### src/rtl/glb_tile_pcfg_dma.sv
// Parallel-config DMA initiator: streams addr/data entries out of the GLB bank
// and turns each one into a CGRA config write packet on the c2sw channel.
module glb_tile_pcfg_dma #(
  parameter int GLB_ADDR_WIDTH      = 22,
  parameter int BANK_DATA_WIDTH     = 64,
  parameter int CGRA_CFG_ADDR_WIDTH = 32,
  parameter int CGRA_CFG_DATA_WIDTH = 32,
  parameter int MAX_NUM_CFG_WIDTH   = 16,
  parameter int RD_LATENCY          = 2
) (
  input  logic                           clk,
  input  logic                           reset,
  input  logic                           cfg_pc_dma_mode,
  input  logic [GLB_ADDR_WIDTH-1:0]      cfg_pc_dma_header_start_addr,
  input  logic [MAX_NUM_CFG_WIDTH-1:0]   cfg_pc_dma_header_num_cfg,
  input  logic                           pc_start_pulse,
  output logic                           pc_done_pulse,
  output logic                           pc_busy,
  output logic                           rdrq_rd_en,
  output logic [GLB_ADDR_WIDTH-1:0]      rdrq_rd_addr,
  input  logic                           rdrs_rd_data_valid,
  input  logic [BANK_DATA_WIDTH-1:0]     rdrs_rd_data,
  output logic                           cgra_cfg_c2sw_rd_en,
  output logic                           cgra_cfg_c2sw_wr_en,
  output logic [CGRA_CFG_ADDR_WIDTH-1:0] cgra_cfg_c2sw_addr,
  output logic [CGRA_CFG_DATA_WIDTH-1:0] cgra_cfg_c2sw_data
);

  localparam int CNT_W = MAX_NUM_CFG_WIDTH + 1;

  localparam logic [1:0] IDLE  = 2'd0;
  localparam logic [1:0] REQ   = 2'd1;
  localparam logic [1:0] DRAIN = 2'd2;
  localparam logic [1:0] DONE  = 2'd3;

  if (RD_LATENCY < 1) begin : g_bad_rd_latency
    $error("glb_tile_pcfg_dma: RD_LATENCY must be at least 1");
  end

  logic [1:0]       state;
  logic [CNT_W-1:0] num_cfg_q;
  logic [CNT_W-1:0] req_cnt;
  logic [CNT_W-1:0] rsp_cnt;
  logic             start_fire;
  logic             rsp_accept;

  // Counters carry one extra bit so a full-range entry count never wraps.
  assign start_fire = (state == IDLE) && pc_start_pulse && cfg_pc_dma_mode;
  assign rsp_accept = rdrs_rd_data_valid && ((state == REQ) || (state == DRAIN))
                      && (rsp_cnt < num_cfg_q);

  assign pc_busy             = (state != IDLE);
  assign cgra_cfg_c2sw_rd_en = 1'b0;

  always_ff @(posedge clk or posedge reset) begin
    if (reset) begin
      state         <= IDLE;
      num_cfg_q     <= '0;
      req_cnt       <= '0;
      rdrq_rd_en    <= 1'b0;
      rdrq_rd_addr  <= '0;
      pc_done_pulse <= 1'b0;
    end else begin
      pc_done_pulse <= 1'b0;
      case (state)
        IDLE: begin
          if (start_fire) begin
            num_cfg_q <= CNT_W'(cfg_pc_dma_header_num_cfg);
            if (cfg_pc_dma_header_num_cfg != '0) begin
              state        <= REQ;
              req_cnt      <= CNT_W'(1);
              rdrq_rd_en   <= 1'b1;
              rdrq_rd_addr <= {cfg_pc_dma_header_start_addr[GLB_ADDR_WIDTH-1:3], 3'b000};
            end else begin
              state         <= DONE;
              req_cnt       <= '0;
              pc_done_pulse <= 1'b1;
            end
          end
        end
        REQ: begin
          // req_cnt counts requests already on the port, so the last one
          // leaves REQ at the edge after it was presented.
          if (req_cnt < num_cfg_q) begin
            rdrq_rd_addr <= rdrq_rd_addr + GLB_ADDR_WIDTH'(8);
            req_cnt      <= req_cnt + CNT_W'(1);
          end else begin
            rdrq_rd_en <= 1'b0;
            state      <= DRAIN;
          end
        end
        DRAIN: begin
          if (rsp_cnt == num_cfg_q) begin
            state         <= DONE;
            pc_done_pulse <= 1'b1;
          end
        end
        DONE: begin
          state <= IDLE;
        end
        default: begin
          state <= IDLE;
        end
      endcase
    end
  end

  always_ff @(posedge clk or posedge reset) begin
    if (reset) begin
      rsp_cnt             <= '0;
      cgra_cfg_c2sw_wr_en <= 1'b0;
      cgra_cfg_c2sw_addr  <= '0;
      cgra_cfg_c2sw_data  <= '0;
    end else begin
      cgra_cfg_c2sw_wr_en <= rsp_accept;
      if (start_fire) begin
        rsp_cnt <= '0;
      end else if (rsp_accept) begin
        rsp_cnt            <= rsp_cnt + CNT_W'(1);
        cgra_cfg_c2sw_addr <= rdrs_rd_data[CGRA_CFG_ADDR_WIDTH+CGRA_CFG_DATA_WIDTH-1:CGRA_CFG_DATA_WIDTH];
        cgra_cfg_c2sw_data <= rdrs_rd_data[CGRA_CFG_DATA_WIDTH-1:0];
      end
    end
  end

endmodule

### config.mk
export PLATFORM = sky130hd
export DESIGN_NAME = glb_tile_pcfg_dma
export DESIGN_NICKNAME = d
export VERILOG_FILES = /design/src/rtl/glb_tile_pcfg_dma.sv
export SDC_FILE = /design/constraint.sdc
export NUM_CORES = 1
export LEC_CHECK = 0
export BUFFER_PORTS_ARGS = -buffer_cell sky130_fd_sc_hd__buf_2
export CORE_MARGIN = 2
export CORE_UTILIZATION = 30
export DETAILED_ROUTE_END_ITERATION = 7
export GPL_TIMING_DRIVEN = 0
export HOLD_SLACK_MARGIN = 0.05
export SLEW_MARGIN = 20
export SYNTH_ARGS = -nofsm -noshare
export SYNTH_HDL_FRONTEND = slang
export SYNTH_SLANG_ARGS = --single-unit
### constraint.sdc
create_clock -name clk -period 7.7 [get_ports clk]
set_input_delay 1.155 -clock clk [delete_from_list [all_inputs] [get_ports clk]]
set_output_delay 1.155 -clock clk [all_outputs]
set_load 0.05 [all_outputs]
==> impl_results.md <==
* Status: completed
* Fillers at 2400
* Initial antenna violation count at 0
* Crit path arrival time at between 3 and 4 ns
* CP required at about 8.0 ns
* CP peak stage delay at 0.47 ns
* Design area at roughly 9300 um^2
* Maxcap violations at 0
* Max clock buf depth at 2
* Max Freq at roughly 0.32 GHz
* Clock tree sinks at 138
* Startpoint Class: primary input
* Share of cells above drive strength 1 at between 30 and 40%
* Fin nets at a little over 1000
* Pre-CTS WS at around 4.2 ns
* DR vias at about 6000
* Antenna-violating nets left at 0
* Post-CTS sizing at 0
* Sw frac at 29.7%
* DR WL/cell at around 16 um
* Global-route wire length before repair at between 30000 and 40000 um
* GR Util All Layers at ~15%
* Die width at about 160 um
* Commonest cells in the netlist: dfrtp_1, nand2_1, mux2_1
* Crit path cell chain: buf_2 -> nor4_1 -> and4_1 -> or3_1 -> clkbuf_1 -> nand2_1 -> o221a_2
* Cell Int Power at around 0.0014 W
* Placer congestion estimate at between 0.8 and 0.9
* VDD IR-drop max at about 0.13 mV
* Max H-tree Level at 4
* Crit. End Element: flop
* Number of global-route vias before repair at between 6000 and 7000
* Gate Count Post-Synth at around 680
* Transition time of the tightest slew-check pin at approximately 0.84 ns
* Synth top area cells: dfrtp_1, mux2_1, ha_1
* EDFF count, synth at 0
* Setup WS post-layout at approximately 4.6 ns
* Tmin final at about 3.1 ns
* Post-synthesis register bit count at ~140
* Sequential area share after synthesis at between 40% and 50%
* Die height at between 150 and 200 um
* CP Max Fanout at 10
* Rel. slew slack at 43.4%
* TritonCTS clock tree: built
* Worst-Skew Late Latency at 0.42 ns
* I/O Buffers at 190
* Slew Limit Fails at 0
* Post-synthesis cell area at 7320 um^2
* Hold Vio Cnt, Final at 0
* Switching Power at between 0.0005 and 0.0006 W
* Yosys Warn Count at 0
* Hold buffer count at cts at 0
* Prevailing post-synth register cell: dfrtp_1
* Diode count at 0
* Clk_skew at approximately 0.013 ns
* Num CTS Buffers at 17
* Rows at 57
* Slowest-stage cell, CP: nor4_1
* Largest net degree at the start of global routing at 90
* Count of cell types in the netlist at 74
* CTS root buffer: clkbuf_16
* Initial DRC count at around 460
* Clock share of power at around 42%
* HPWL after DPL at about 14000 um
* Detailed-router iteration count before antenna repair at 5
* Detailed-route DRC error count at 0
* Initial Util at between 30% and 40%
* Post-Route Setup TNS at 0 ns
* Sequential fraction of design power at a little over two fifths
* Post-CTS Setup Bufs at 0
* Area leader, netlist: dfrtp_1
* Core Region at 24100 um^2
* Worst-path clk slew at about 0.06 ns
* Power Density at around 210 nW/um^2
* Synth top area share at between 40% and 50%
* Leakage at ~4.5 nW
* Combinational Power Share at 15.9%
* IO Pins at 198
* Routed Wire Length at 19300 um
* Die Area at 25700 um^2
* Top-count cell post-synth: dfrtp_1
* Worst Hold Class: flop to flop
* Avg Inst Size Synth at roughly 11 um^2
* FFs w/ async S/R, synth at 100%
* Area Overhead vs Synth at 27.2%
* Final period util at around 40%
* Vias per std cell at around 5
* DP Area at 8720 um^2
* Kind of critical path: primary input to flop
* GR Overflow Total at 0
* Setup Viol. Count Final at 0
* Unrepaired setup endpoints after global routing: no
[critical path, delay by kind of cell]
family / cells / cell delay, ns
and+or+nand+nor: 4 / 1.41
buffers and inverters: 2 / 0.51
AOI/OAI and AO/OA: 1 / 0.34
[cell usage in the layout, fill, tap and decap left out, types with 6 or more instances in the layout]
cell         n
ha_1        38
mux2_1      60
o22ai_1      6
a211o_1      8
clkbuf_16   17
o21ai_0     26
nor2_1      26
a21oi_1     25
nor3_1      13
nor4_1      10
buf_2      194
nand3_1     22
or3_1        7
clkbuf_1    17
buf_6        8
mux2i_1      7
o21ai_1      6
and3_1       9
or4_1       10
a31oi_1      6
nand4_1     12
dfrtp_1    138
o211ai_1     8
inv_1       33
nand2_1     72
o22a_1       7
[metal layers]
layer | up-vias | part of all wire (%) | wire, um | GRT usage, %
met5 | - | 0 | 0 | 0
met4 | 0 | 2.1 | 399 | 5.77
met3 | 26 | 5.6 | 1090 | 2.73
met2 | 209 | 50 | 9570 | 26.7
met1 | 2971 | 43 | 8270 | 19.2
li1 | 2943 | - | - | -
[through the flow]
stage / hold slack, ns / power (W) / utilization (%) / instances
6_report: 0.481 / 0.00193 / 38.6 / 1228
5_1_grt: 0.499 / 0.00203 / 38.6 / 1228
4_1_cts: 0.481 / 0.00197 / 38.6 / 1228
3_5_place_dp: 0.465 / 0.00113 / 36.2 / 1196
3_3_place_gp: 0.461 / 0.00112 / 36.0 / 1195
2_1_floorplan: 0.453 / 0.00104 / - / 681
[worst paths after layout]
kind | from | endpoint | cells past startpoint | slack [ns]
max | cfg_pc_dma_header_num_cfg[11] | rdrq_rd_addr[18]$_DFFE_PP0P_ | 7 | 4.59
min | cgra_cfg_c2sw_addr[10]$_DFFE_PP0P_ | cgra_cfg_c2sw_addr[10]$_DFFE_PP0P_ | 1 | 0.48
max reg2reg | num_cfg_q[15]$_DFFE_PP0P_ | cgra_cfg_c2sw_addr[22]$_DFFE_PP0P_ | 10 | 4.86
min reg2reg | cgra_cfg_c2sw_addr[10]$_DFFE_PP0P_ | cgra_cfg_c2sw_addr[10]$_DFFE_PP0P_ | 1 | 0.48
max in group asynchronous | reset | cgra_cfg_c2sw_addr[20]$_DFFE_PP0P_ | 3 | 6.18
min in group asynchronous | reset | cgra_cfg_c2sw_addr[31]$_DFFE_PP0P_ | 2 | 0.73
[sequential cells by signal, summed over array words and instances (netlist names)]
name                 count
rdrq_rd_addr            19
rdrq_rd_en               1
cgra_cfg_c2sw_wr_en      1
cgra_cfg_c2sw_data      32
req_cnt                 17
state                    2
rsp_cnt                 17
pc_done_pulse            1
cgra_cfg_c2sw_addr      32
num_cfg_q               16
[power groups by stage]
stage / Combinational (W) / Sequential, W / Clock, W
after floorplan: 0.0000977 / 0.000940 / 0
after global placement: 0.000304 / 0.000821 / 0
after detailed placement: 0.000310 / 0.000823 / 0
after CTS: 0.000310 / 0.000810 / 0.000847
after global routing: 0.000332 / 0.000818 / 0.000875
final: 0.000306 / 0.000810 / 0.000814
[area by class of cell]
cell class                      count  area [um^2]  share of cell area (%)
Sequential cell                   138         3450                    37.1
Clock inverter                     13          144                    1.55
Buffer                             34          213                    2.28
Inverter                           35          139                    1.49
Multi-Input combinational cell    474         3530                    38.0
Timing Repair Buffer              191          978                    10.5
Tap cell                          324          405                    4.35
Clock buffer                       19          443                    4.76
[kinds of logic (layout without fill, tap and decap cells)]
group / after synthesis / in the layout / synth area share, %
xor+xnor: 2 / 2 / 0.239
mux: 71 / 71 / 10.8
buf+inv: 69 / 292 / 4.70
simple gates: 207 / 207 / 15.1
fa+ha+maj: 38 / 38 / 6.50
flops: 138 / 138 / 47.2
other cells: 1 / 4 / 0.0512
compound gates: 152 / 152 / 15.5
(Power assumes the default switching activity.)
